## config.mk

```make
export PLATFORM = sky130hd
export DESIGN_NAME = wb_arbiter
export DESIGN_NICKNAME = d
export VERILOG_FILES = /design/src/rtl/wb_arbiter_pkg.sv /design/src/rtl/wb_arbiter_watchdog.sv /design/src/rtl/wb_arbiter.sv
export SDC_FILE = /design/constraint.sdc
export NUM_CORES = 1
export LEC_CHECK = 0
export BUFFER_PORTS_ARGS = -buffer_cell sky130_fd_sc_hd__buf_2
export CAP_MARGIN = 20
export CORE_AREA = 2 2 124 126
export CTS_CLUSTER_SIZE = 20
export DETAILED_ROUTE_END_ITERATION = 10
export DIE_AREA = 0 0 126 128
export PLACE_DENSITY_LB_ADDON = 0.05
export SYNTH_ARGS = -nofsm -noshare
export SYNTH_HDL_FRONTEND = slang
export SYNTH_HIERARCHICAL = 1
export SYNTH_SLANG_ARGS = --single-unit
export TNS_END_PERCENT = 30
```

## constraint.sdc

```tcl
create_clock -name clk_i -period 6.4 [get_ports clk_i]
set_input_delay 0.64 -clock clk_i [delete_from_list [all_inputs] [get_ports clk_i]]
set_output_delay 0.64 -clock clk_i [all_outputs]
set_load 0.1 [all_outputs]
```

## src/rtl/wb_arbiter_pkg.sv

```systemverilog
// Shared definitions for the two-master Wishbone arbiter: grant state
// encoding, master indices and the round-robin pick helper.
package wb_arbiter_pkg;

  typedef enum logic [1:0] {
    IDLE  = 2'b00,
    GNT_I = 2'b01,
    GNT_D = 2'b10
  } state_e;

  localparam logic M_I = 1'b0;
  localparam logic M_D = 1'b1;

  // Picks the next owner from the two requests; a tie goes to the master
  // that did not hold the bus last.
  function automatic state_e pick_grant(input logic i_req, input logic d_req,
                                        input logic last_grant);
    if (i_req && d_req) begin
      return (last_grant == M_I) ? GNT_D : GNT_I;
    end else if (i_req) begin
      return GNT_I;
    end else if (d_req) begin
      return GNT_D;
    end
    return IDLE;
  endfunction

endpackage

```

## src/rtl/wb_arbiter_watchdog.sv

```systemverilog
// Bus watchdog: counts stalled strobe cycles of the current grant and
// raises a one-cycle fire pulse, registered, the cycle after the limit
// is reached. TW must be wide enough to hold TIMEOUT-1; TIMEOUT = 0
// turns the watchdog off.
module wb_watchdog #(
  parameter int TIMEOUT = 1024,
  parameter int TW      = 11
) (
  input  logic clk_i,
  input  logic rst_i,
  input  logic active_i,
  input  logic done_i,
  input  logic clear_i,
  output logic fire_o
);

  localparam logic [TW-1:0] LAST_COUNT = TW'(TIMEOUT - 1);
  localparam bit            ENABLED    = (TIMEOUT != 0);

  logic [TW-1:0] count_q, count_d;
  logic          fire_q, fire_d;

  // Stall counting: ack/err or a grant change restart the count, a stalled
  // strobe advances it, and the final stalled cycle arms the fire pulse.
  always_comb begin
    count_d = count_q;
    fire_d  = 1'b0;
    if (clear_i || done_i) begin
      count_d = '0;
    end else if (active_i) begin
      if (ENABLED && (count_q == LAST_COUNT)) begin
        fire_d  = 1'b1;
        count_d = '0;
      end else begin
        count_d = count_q + 1'b1;
      end
    end
  end

  // Counter and fire pulse registers.
  always_ff @(posedge clk_i) begin
    if (rst_i) begin
      count_q <= '0;
      fire_q  <= 1'b0;
    end else begin
      count_q <= count_d;
      fire_q  <= fire_d;
    end
  end

  assign fire_o = fire_q;

endmodule

```

## src/rtl/wb_arbiter.sv

```systemverilog
// Two-master, one-slave Wishbone classic arbiter. The registered state is
// the grant; the slave side is muxed combinationally from it. A watchdog
// terminates transfers the slave never answers.
module wb_arbiter
  import wb_arbiter_pkg::*;
#(
  parameter int TIMEOUT = 1024,
  parameter int TW      = 11
) (
  input  logic        clk_i,
  input  logic        rst_i,
  input  logic [31:0] iwbm_addr_i,
  input  logic [31:0] iwbm_dat_i,
  input  logic [3:0]  iwbm_sel_i,
  input  logic        iwbm_cyc_i,
  input  logic        iwbm_stb_i,
  input  logic        iwbm_we_i,
  output logic [31:0] iwbm_dat_o,
  output logic        iwbm_ack_o,
  output logic        iwbm_err_o,
  input  logic [31:0] dwbm_addr_i,
  input  logic [31:0] dwbm_dat_i,
  input  logic [3:0]  dwbm_sel_i,
  input  logic        dwbm_cyc_i,
  input  logic        dwbm_stb_i,
  input  logic        dwbm_we_i,
  output logic [31:0] dwbm_dat_o,
  output logic        dwbm_ack_o,
  output logic        dwbm_err_o,
  output logic [31:0] wbs_addr_o,
  output logic [31:0] wbs_dat_o,
  output logic [3:0]  wbs_sel_o,
  output logic        wbs_cyc_o,
  output logic        wbs_stb_o,
  output logic        wbs_we_o,
  input  logic [31:0] wbs_dat_i,
  input  logic        wbs_ack_i,
  input  logic        wbs_err_i,
  output logic        bus_timeout_o
);

  state_e state_q, state_d;
  logic   last_grant_q, last_grant_d;
  logic   term;
  logic   gnt_stb;
  logic   wd_active;

  assign gnt_stb   = ((state_q == GNT_I) & iwbm_stb_i) |
                     ((state_q == GNT_D) & dwbm_stb_i);
  assign wd_active = gnt_stb & ~term;

  wb_watchdog #(
    .TIMEOUT(TIMEOUT),
    .TW     (TW)
  ) u_watchdog (
    .clk_i   (clk_i),
    .rst_i   (rst_i),
    .active_i(wd_active),
    .done_i  (wbs_ack_i | wbs_err_i),
    .clear_i (state_d != state_q),
    .fire_o  (term)
  );

  // Grant FSM: arbitrate from IDLE, hold while the owner keeps cyc, and on
  // release hand straight to the other master if it is waiting.
  always_comb begin
    state_d      = state_q;
    last_grant_d = last_grant_q;
    case (state_q)
      IDLE: begin
        state_d = pick_grant(iwbm_cyc_i, dwbm_cyc_i, last_grant_q);
      end
      GNT_I: begin
        if (term) begin
          state_d      = IDLE;
          last_grant_d = M_I;
        end else if (!iwbm_cyc_i) begin
          state_d      = pick_grant(1'b0, dwbm_cyc_i, M_I);
          last_grant_d = M_I;
        end
      end
      GNT_D: begin
        if (term) begin
          state_d      = IDLE;
          last_grant_d = M_D;
        end else if (!dwbm_cyc_i) begin
          state_d      = pick_grant(iwbm_cyc_i, 1'b0, M_D);
          last_grant_d = M_D;
        end
      end
      default: begin
        state_d = IDLE;
      end
    endcase
  end

  // Grant and fairness history registers.
  always_ff @(posedge clk_i) begin
    if (rst_i) begin
      state_q      <= IDLE;
      last_grant_q <= M_I;
    end else begin
      state_q      <= state_d;
      last_grant_q <= last_grant_d;
    end
  end

  // Bus routing: the owner drives the slave and alone receives ack/err; a
  // watchdog termination blocks cyc/stb and any late ack and forces err.
  always_comb begin
    wbs_addr_o = '0;
    wbs_dat_o  = '0;
    wbs_sel_o  = '0;
    wbs_cyc_o  = 1'b0;
    wbs_stb_o  = 1'b0;
    wbs_we_o   = 1'b0;
    iwbm_ack_o = 1'b0;
    iwbm_err_o = 1'b0;
    dwbm_ack_o = 1'b0;
    dwbm_err_o = 1'b0;
    if (state_q == GNT_I) begin
      wbs_addr_o = iwbm_addr_i;
      wbs_dat_o  = iwbm_dat_i;
      wbs_sel_o  = iwbm_sel_i;
      wbs_we_o   = iwbm_we_i;
      wbs_cyc_o  = iwbm_cyc_i & ~term;
      wbs_stb_o  = iwbm_stb_i & ~term;
      iwbm_ack_o = wbs_ack_i & ~term;
      iwbm_err_o = wbs_err_i | term;
    end else if (state_q == GNT_D) begin
      wbs_addr_o = dwbm_addr_i;
      wbs_dat_o  = dwbm_dat_i;
      wbs_sel_o  = dwbm_sel_i;
      wbs_we_o   = dwbm_we_i;
      wbs_cyc_o  = dwbm_cyc_i & ~term;
      wbs_stb_o  = dwbm_stb_i & ~term;
      dwbm_ack_o = wbs_ack_i & ~term;
      dwbm_err_o = wbs_err_i | term;
    end
  end

  assign iwbm_dat_o    = wbs_dat_i;
  assign dwbm_dat_o    = wbs_dat_i;
  assign bus_timeout_o = term;

endmodule

```

=== Word level (Yosys, flattened, before mapping) ===
Cells that the tools add are included.

* Output and inout port bits: 140
* Register bits after elaboration: 15
* Word-level logic and storage cells: 80
* Input bits: 178

* Bitwise logic cells: 13
* Multiplexer cells: 49
* Add/subtract/negate cells: 1
* Eq/ne operators: 6
* Reduce and logical (&&, ||, !) cells: 7

{| class="wikitable"
|+ Operators with widths
! operator !! number
|-
| two-way mux 32 bit || 4
|-
| two-way mux 1 bit || 28
|-
| two-way mux 2 bit || 12
|-
| adder 11 x 1 -> 11 bit, second input constant || 1
|-
| == test 11 x 10 -> 1 bit, second input constant || 1
|-
| two-way mux 11 bit || 1
|-
| AND 1 bit || 8
|-
| two-way mux 4 bit || 2
|-
| inequality test 3 x 2 -> 1 bit, second input constant || 2
|-
| case mux 2 bit (3 select lines) || 1
|-
| bitwise OR 1 bit || 3
|-
| AND reduction 3 bit || 1
|-
| OR reduction 3 bit || 1
|-
| == test 2 x 1 -> 1 bit, second input constant || 1
|-
| == test 2 bit, second input constant || 1
|-
| logical NOT 2 bit || 1
|-
| inequality test 2 bit || 1
|-
| NOT 1 bit || 2
|-
| case mux 1 bit (2 select lines) || 1
|-
| nonzero test 2 bit || 1
|-
| OR reduction 2 bit || 1
|-
| logical AND 1 bit || 1
|-
| logical OR 1 bit || 1
|}

=== Longest topological paths before layout ===
Gate-level depths: netlist (run 1).

* Word-level depth: 11
* Depth in mapped cells: 7
* Gate-level depth less buffers: 6

=== By module ===
The synthesis (run 1) kept the hierarchy.

{| class="wikitable"
|+ Modules (own cells, without submodules)
! module !! cells each !! area an instance (um2) !! seq. area each (um2) !! instances
|-
| wb_arbiter || 186 || 1,491.4 || 60.1 || 1
|-
| wb_watchdog || 53 || 540.5 || 240.2 || 1
|}

=== Worst setup path before layout (run 1) ===
No wires, ideal clock.

* Path kind: register to output
* From: reg u_watchdog.fire_q, in the netlist u_watchdog/fire_o
* To: out dwbm_err_o
* Arrival time: 2.449 ns
* Cell stages (with the launch flop): 3
* Slack: 3.311 ns
* Buffers on the path: 0
* Required time: 5.760 ns
* Cell sequence: dfxtp_1 > nor2_1 > nor2_1

* Longest elaborated chain between the ends: 3

{| class="wikitable"
|+ RTL lines
! element !! RTL line !! RTL
|-
| start: declaration || wb_arbiter_watchdog.sv:21 || <nowiki>logic fire_q, fire_d;</nowiki>
|-
| start signal: assignment || wb_arbiter_watchdog.sv:47 || <nowiki>fire_q <= fire_d;</nowiki>
|-
| bitwise OR 1 bit || wb_arbiter.sv:138 || <nowiki>dwbm_err_o = wbs_err_i | term;</nowiki>
|-
| two-way mux 1 bit || wb_arbiter.sv:130 || <nowiki>end else if (state_q == GNT_D) begin</nowiki>
|-
| two-way mux 1 bit || wb_arbiter.sv:121 || <nowiki>if (state_q == GNT_I) begin</nowiki>
|-
| end: declaration || wb_arbiter.sv:29 || <nowiki>output logic dwbm_err_o,</nowiki>
|}

Every way passes these cells.

=== Worst setup path in the final report (run 1) ===
* From: reg state_q[0]
* To: out wbs_cyc_o

* Longest elaborated chain between the ends: 3
* Elaborated cells between the ends (all ways): 4
* Classes of those cells: eq/ne: 2; mux: 2

{| class="wikitable"
|+ RTL lines
! element !! RTL line !! RTL
|-
| start: declaration || wb_arbiter.sv:42 || <nowiki>state_e state_q, state_d;</nowiki>
|-
| start signal: assignment || wb_arbiter.sv:103 || <nowiki>state_q <= state_d;</nowiki>
|-
| == test 2 bit || wb_arbiter.sv:130 ||
|-
| two-way mux 1 bit || wb_arbiter.sv:130 ||
|-
| two-way mux 1 bit * || wb_arbiter.sv:121 ||
|-
| end: declaration || wb_arbiter.sv:33 || <nowiki>output logic wbs_cyc_o,</nowiki>
|}

Every way passes the cells marked *; elsewhere a longest branch is shown, timed or not.

==> results of run 1 <==
[cells by family (layout without fill, tap and decap cells)]
family | count (synthesis) | count (layout) | synth area share (%)
xor gates and xnor gates | 4 | 4 | 1.72
muxes | 1 | 1 | 0.493
and+or+nand+nor | 49 | 49 | 14.4
DFF | 15 | 15 | 14.8
buffers and inverters | 81 | 227 | 31.2
adders and majority gates | 1 | 1 | 0.616
AOI/OAI and AO/OA | 88 | 88 | 36.8
[critical path: cells and delay by family, from the launching register on]
kind / cells / cell delay [ns]
flops: 1 / 0.48
simple gates: 2 / 0.57
compound gates: 1 / 0.18
buf+inv: 2 / 1.03
[layout by cell type, fill, tap and decap left out, types with 2 or more instances in the layout]
cell type / n
nand4_1: 2
a211oi_2: 3
a21oi_1: 5
o21ai_0: 2
o21bai_1: 2
a22oi_1: 2
nand2b_1: 4
xor2_1: 3
buf_4: 2
o31ai_1: 3
a22o_1: 69
or3_1: 3
buf_2: 221
clkbuf_16: 3
nand4_2: 2
nor2b_4: 2
or4_1: 3
dfxtp_1: 15
nand2_1: 6
nor2_1: 13
nor3_1: 6
[worst min path at each step]
stage | from | to | slack, ns | cells past startpoint
after floorplan | u_watchdog/count_q[10]$_SDFFE_PP0P_ | u_watchdog/count_q[10]$_SDFFE_PP0P_ | 0.46 | 1
after global placement | u_watchdog/count_q[10]$_SDFFE_PP0P_ | u_watchdog/count_q[10]$_SDFFE_PP0P_ | 0.49 | 1
after detailed placement | u_watchdog/count_q[10]$_SDFFE_PP0P_ | u_watchdog/count_q[10]$_SDFFE_PP0P_ | 0.48 | 1
after CTS | u_watchdog/count_q[10]$_SDFFE_PP0P_ | u_watchdog/count_q[10]$_SDFFE_PP0P_ | 0.49 | 1
after global routing | u_watchdog/count_q[10]$_SDFFE_PP0P_ | u_watchdog/count_q[10]$_SDFFE_PP0P_ | 0.52 | 1
final | u_watchdog/count_q[10]$_SDFFE_PP0P_ | u_watchdog/count_q[10]$_SDFFE_PP0P_ | 0.49 | 1
[state kept, by name (all words and copies together) (netlist names)]
register and flops:
u_watchdog/fire_o 1, state_q 2, last_grant_q 1, u_watchdog/count_q 11
[per-layer routing]
layer,wire [microns],share of wire (%)
met4,0,0
met1,3260,36
met2,4980,54
met3,920,10
met5,14,0.15
[layout make-up]
| cell class | instances | share of cell area [%] |
|---|---|---|
| repair buffers | 223 | 39.4 |
| flip-flops and latches | 15 | 10.5 |
| multi-input cells | 143 | 39.1 |
| clock buffers | 4 | 2.77 |
| well taps | 188 | 8.26 |
[metrics by stage]
step | setup WS, ns | util [%] | instance area, sq um | cells
global placement | 3.26 | 18.6 | 2770 | 569
CTS | 3.17 | 19.2 | 2850 | 573
floorplan | 3.31 | - | 2030 | 239
global route | 3.02 | 19.2 | 2850 | 573
finish | 3.25 | 19.2 | 2850 | 573
detailed placement | 3.25 | 18.6 | 2770 | 569
[power groups by stage]
stage | Combinational, mW | Sequential [mW] | Clock (mW)
after floorplan | 0.624 | 0.0989 | 0
after global placement | 0.535 | 0.100 | 0
after detailed placement | 0.533 | 0.100 | 0
after CTS | 0.533 | 0.0983 | 0.126
after global routing | 0.547 | 0.0987 | 0.130
final | 0.528 | 0.0984 | 0.120
==> results.tsv, run 1 <==
stage	metric	value	unit
worst_setup_path	cpMaxStageDelayCell	buf_4	
finish	regArea	300	sq um
synthesis	synthCells	239	
sta	fin_crit	3.15	ns
power_and_ir_drop	power_density	262	mW/mm^2
floorplanning	dieWidth	126	microns
global_route	overflow	0	
power_and_ir_drop	power_frac_seq	13.2	%
floorplanning	initial_core_util	13.7	%
global_route	track_usage	9.93	%
worst_setup_path	r2r_setup_slack	3.35	ns
clocking	cts_hold_buf	0	
synthesis	synth.top_cell.area_share	29.7	%
worst_setup_path	cp_slowest_stage_delay	0.60	ns
synthesis	synth.distinct_cells	33	
worst_setup_path	cp.required	5.76	ns
clocking	postCtsSetupBuffers	0	
worst_setup_path	reg2reg_from	state_q[1]$_SDFF_PP0_	
worst_setup_path	timing.rr.end	u_watchdog/count_q[9]$_SDFFE_PP0P_	
worst_setup_path	start_kind	flip-flop	
floorplanning	pin_count	318	
clocking	cts_max_level	1	
clocking	cts_tree	built	
power_and_ir_drop	peakVddDrop	0.0948	mV
synthesis	synth_edf_count	0	
worst_setup_path	crit_arrival	2.51	ns
detailed_routing	remaining_drc_errors	0	
synthesis	yosysTopAreaCell	a22o_1	
floorplanning	core_area	0.0149	sq mm
synthesis	yosysWarnings	6	
sta	fmax	0.318	GHz
job	cap_violations	0	
synthesis	netlist_area	0.00203	sq mm
status	status	finished, final reports clean	
place	gp_congestion	0.747	
clocking	path_clk_slew	0.05	ns
global_route	antenna_found_initial	1	
detailed_routing	routedWlPerCell	16.0	microns
power_and_ir_drop	power_switching	0.465	mW
sta	max_slew_margin	47.1	%
worst_setup_path	worstPathCellList	nor2b_4 > buf_4 > a22oi_1 > nor2_1 > buf_2	
sta	worst_clock_skew	0.00335	ns
detailed_routing	vias_per_cell	4.06	
power_and_ir_drop	combPwrFrac	70.7	%
synthesis	synth_common_cells	72 x buf_4, 69 x a22o_1, 15 x dfxtp_1	
clocking	cts_made_buffers	3	
sta	setup-violations-final	0	
synthesis	synth_area_leaders	a22o_1 30%, buf_4 27%, dfxtp_1 15%	
worst_setup_path	critPathKind	flip-flop to output pin	
place	portBuffers	221	
detailed_routing	wl	9.17	mm
worst_setup_path	r2r_cells	7	
sta	drv_slew	0	
worst_setup_path	crit_end	wbs_cyc_o	
finish	multi_input_area	0.00111	sq mm
sta	holdWs	0.490	ns
global_route	busiest_layer	met2	
finish	fill_cells	1711	
sta	tightest_slew	0.794	ns
clocking	clock-sinks	15	
sta	finalSetupTns	0	ns
worst_setup_path	crit_start	state_q[0]$_SDFF_PP0_	
power_and_ir_drop	p_int	0.281	mW
detailed_routing	drtAntennaViolNets	0	
power_and_ir_drop	power_frac_clock	16.1	%
finish	area_growth	40.1	%
min_path	hold_class	flip-flop to flip-flop	
floorplanning	die_area	0.0161	sq mm
synthesis	ys_seq_elements	15	
finish	num_antenna_cells	0	
clocking	root_buffer	clkbuf_16	
sta	hold_violations	0	
global_route	grt_pass1_wl	12.8	mm
worst_setup_path	cp_max_fo	59	
clocking	ctsResizeCount	0	
global_route	groute.layer.met1.usage	10.8	%
finish	layout.nets	565	
sta	fin_crit_sh	49.2	%
power_and_ir_drop	swShare	62.3	%
finish	layout-drive-gt1-share	60.8	%
detailed_routing	dr.pass1.iters	4	
synthesis	async_flop_share	0	%
floorplanning	die_y	128	microns
clocking	clock_path_buffers	2	
global_route	grt_max_degree	74	
synthesis	synth_top_flop_cell	dfxtp_1	
global_route	grt_pass1_vias	2135	
power_and_ir_drop	power	0.746	mW
sta	rsz0062_at_grt	no	
detailed_routing	dr_total_vias	2327	
place	dp_hpwl	7.43	mm
power_and_ir_drop	p_leak	1.53	nW
synthesis	syn-mean-instance-area	8.50	sq um
detailed_routing	dr.first_iter.drc_count	85	
synthesis	syn_nets	418	
clocking	clock_latency	0.24	ns
worst_setup_path	cp-end-kind	output pin	
synthesis	synth_most_common_cell	buf_4	
global_route	grt.met2_usage	19.1	%
global_route	met3_usage	4.01	%
synthesis	ys_seq_area_share	14.8	%
floorplanning	row_count	45	
No activity file was read; power rests on OpenSTA's default activity.
==> run 2, diff against run 1 <==
--- a/config.mk
+++ b/config.mk
@@ -7,10 +7,10 @@
 export LEC_CHECK = 0
 export BUFFER_PORTS_ARGS = -buffer_cell sky130_fd_sc_hd__buf_2
 export CAP_MARGIN = 20
-export CORE_AREA = 2 2 124 126
+export CORE_AREA = 2 2 123 125
 export CTS_CLUSTER_SIZE = 20
 export DETAILED_ROUTE_END_ITERATION = 10
-export DIE_AREA = 0 0 126 128
+export DIE_AREA = 0 0 125 127
 export PLACE_DENSITY_LB_ADDON = 0.05
 export SYNTH_ARGS = -nofsm -noshare
 export SYNTH_HDL_FRONTEND = slang
==> constraint.sdc (replaced) <==
create_clock -name clk_i -period 3 [get_ports clk_i]
set_input_delay 0.3 -clock clk_i [delete_from_list [all_inputs] [get_ports clk_i]]
set_output_delay 0.3 -clock clk_i [all_outputs]
set_load 0.1 [all_outputs]
==> results.tsv, run 2 (synthesized netlist as in run 1, its figures left out) <==
stage	metric	value	unit	change
detailed_routing	wl	9.23	mm	was 9.17 mm
sta	finalSetupTns	0	ns	unchanged
place	dp_hpwl	7.44	mm	was 7.43 mm
global_route	grt_pass1_vias	2198		was 2135
worst_setup_path	cp_max_fo	72		was 59
finish	layout_commonest_cell	buf_2		unchanged
floorplanning	die_y	127	microns	was 128 microns
detailed_routing	dr.pass1.iters	4		unchanged
global_route	overflow	0		unchanged
power_and_ir_drop	p_int	0.600	mW	was 0.281 mW
worst_setup_path	timing.rr.end	u_watchdog/fire_o$_SDFF_PP0_		was u_watchdog/count_q[9]$_SDFFE_PP0P_
detailed_routing	drtAntennaViolNets	0		unchanged
worst_setup_path	crit_arrival	2.33	ns	was 2.51 ns
clocking	cts_tree	built		unchanged
place	portBuffers	221		unchanged
finish	design_area	0.00284	sq mm	was 0.00285 sq mm
sta	hold_violations	0		unchanged
worst_setup_path	reg2reg_from	state_q[0]$_SDFF_PP0_		was state_q[1]$_SDFF_PP0_
finish	num_antenna_cells	0		unchanged
clocking	cts_hold_buf	0		unchanged
detailed_routing	remaining_drc_errors	0		unchanged
global_route	track_usage	10.6	%	was 9.93%
job	cap_violations	0		unchanged
worst_setup_path	crit_start	state_q[0]$_SDFF_PP0_		unchanged
power_and_ir_drop	power_switching	0.998	mW	was 0.465 mW
clocking	clock-sinks	15		unchanged
place	gp_congestion	0.751		was 0.747
floorplanning	pin_count	318		unchanged
sta	tightest_slew	0.817	ns	was 0.794 ns
clocking	postCtsSetupBuffers	0		unchanged
power_and_ir_drop	swShare	62.4	%	was 62.3%
place	placed_area	0.00276	sq mm	was 0.00277 sq mm
detailed_routing	routedWlPerCell	16.2	microns	was 16.0 microns
sta	max_slew_margin	45.5	%	was 47.1%
clocking	ctsResizeCount	0		unchanged
finish	layout.nets	565		unchanged
min_path	min_from	rst_i		was u_watchdog/count_q[10]$_SDFFE_PP0P_
min_path	hold_class	input pin to flip-flop		was flip-flop to flip-flop
power_and_ir_drop	power_frac_clock	16.4	%	was 16.1%
floorplanning	row_count	44		was 45
finish	final_cell_mix	221 x buf_2, 69 x a22o_1, 15 x dfxtp_1		unchanged
worst_setup_path	r2r_setup_slack	0.67	ns	was 3.35 ns
clocking	clock_path_buffers	2		unchanged
worst_setup_path	start_kind	flip-flop		unchanged
min_path	holdPathEnd	last_grant_q$_SDFFE_PP0P_		was u_watchdog/count_q[10]$_SDFFE_PP0P_
finish	area_growth	39.9	%	was 40.1%
sta	drv_slew	0		unchanged
sta	fin_crit_sh	87.7	%	
finish	reg.largest.list	u_watchdog/count_q: 11 flops, state_q: 2 flops		unchanged
sta	holdWs	0.278	ns	was 0.490 ns
detailed_routing	dr.first_iter.drc_count	70		was 85
min_path	min_delay_path_depth	2		was 1
finish	top_register	u_watchdog/count_q		unchanged
power_and_ir_drop	power_frac_seq	13.1	%	was 13.2%
power_and_ir_drop	power	1.60	mW	was 0.746 mW
global_route	grt_pass1_wl	13.4	mm	was 12.8 mm
floorplanning	core_area	0.0144	sq mm	was 0.0149 sq mm
sta	setup-violations-final	0		unchanged
power_and_ir_drop	p_leak	1.53	nW	unchanged
worst_setup_path	cp.required	2.70	ns	was 5.76 ns
sta	worst_clock_skew	0.00148	ns	was 0.00335 ns
floorplanning	die_area	0.0159	sq mm	was 0.0161 sq mm
clocking	cts_max_level	1		unchanged
worst_setup_path	r2r_cells	6		was 7
global_route	antenna_found_initial	0		was 1
clocking	cts_made_buffers	3		unchanged
clocking	root_buffer	clkbuf_16		unchanged
status	status	finished, final reports clean		unchanged
power_and_ir_drop	power_density	562	mW/mm^2	was 262 mW/mm^2
sta	fin_crit	2.63	ns	
worst_setup_path	cp-end-kind	output pin		unchanged
sta	rsz0062_at_grt	no		unchanged
global_route	grt_max_degree	73		was 74
sta	fmax	0.380	GHz	
floorplanning	initial_core_util	14.1	%	was 13.7%
finish	layout-drive-gt1-share	60.8	%	unchanged
finish	largest_reg_flops	11		unchanged
worst_setup_path	critPathKind	flip-flop to output pin		unchanged
power_and_ir_drop	peakVddDrop	0.140	mV	was 0.0948 mV
clocking	path_clk_slew	0.05	ns	about the same
detailed_routing	dr_total_vias	2331		was 2327
power_and_ir_drop	combPwrFrac	70.5	%	was 70.7%
clocking	clock_latency	0.25	ns	was 0.24 ns
detailed_routing	vias_per_cell	4.10		was 4.06
floorplanning	dieWidth	125	microns	was 126 microns
## run 2: cell counts in the layout (fill, tap and decap cells not counted)
No cell type changed its count.
## run 2: how the worst max path moves through the flow
stage | endpoint | depth (start not counted)
floorplan | dwbm_err_o | 2
global placement | wbs_cyc_o | 5
detailed placement | wbs_cyc_o | 5
CTS | wbs_cyc_o | 5
global route | wbs_cyc_o | 5
finish | wbs_dat_o[21] | 4
## run 2: final cells by class
cell class	count	area, sq um
multi-input combinational	143	1110
fill	1654	11600
tap	184	230
timing repair buffer	223	1120
clock buffer	4	78.8
sequential	15	300
## run 2: critical path, cell delays in order, from the launching register on
cell     delay (ns)
dfxtp_1        0.47
nor2b_4        0.20
buf_4          0.61
a22o_1         0.30
buf_2          0.44
## run 2: routing by layer
metal / wire length (microns) / global-route usage (%)
met4: 68 / 1.63
met2: 5030 / 19.9
met5: 0 / 0
met3: 687 / 2.93
met1: 3450 / 12.1
## run 2: power by group through the flow
stage | clock, mW | sequential, mW | combinational (mW)
floorplan | 0 | 0.211 | 1.33
global placement | 0 | 0.214 | 1.14
detailed placement | 0 | 0.214 | 1.14
CTS | 0.270 | 0.210 | 1.14
global route | 0.282 | 0.210 | 1.17
finish | 0.262 | 0.210 | 1.13
## run 2: through the flow
stage | setup WS, ns | cells | util (%)
global route | 0.154 | 569 | 19.7
CTS | 0.343 | 569 | 19.7
finish | 0.369 | 569 | 19.7
detailed placement | 0.610 | 565 | 19.2
floorplan | 0.251 | 239 | -
global placement | 0.591 | 565 | 19.2
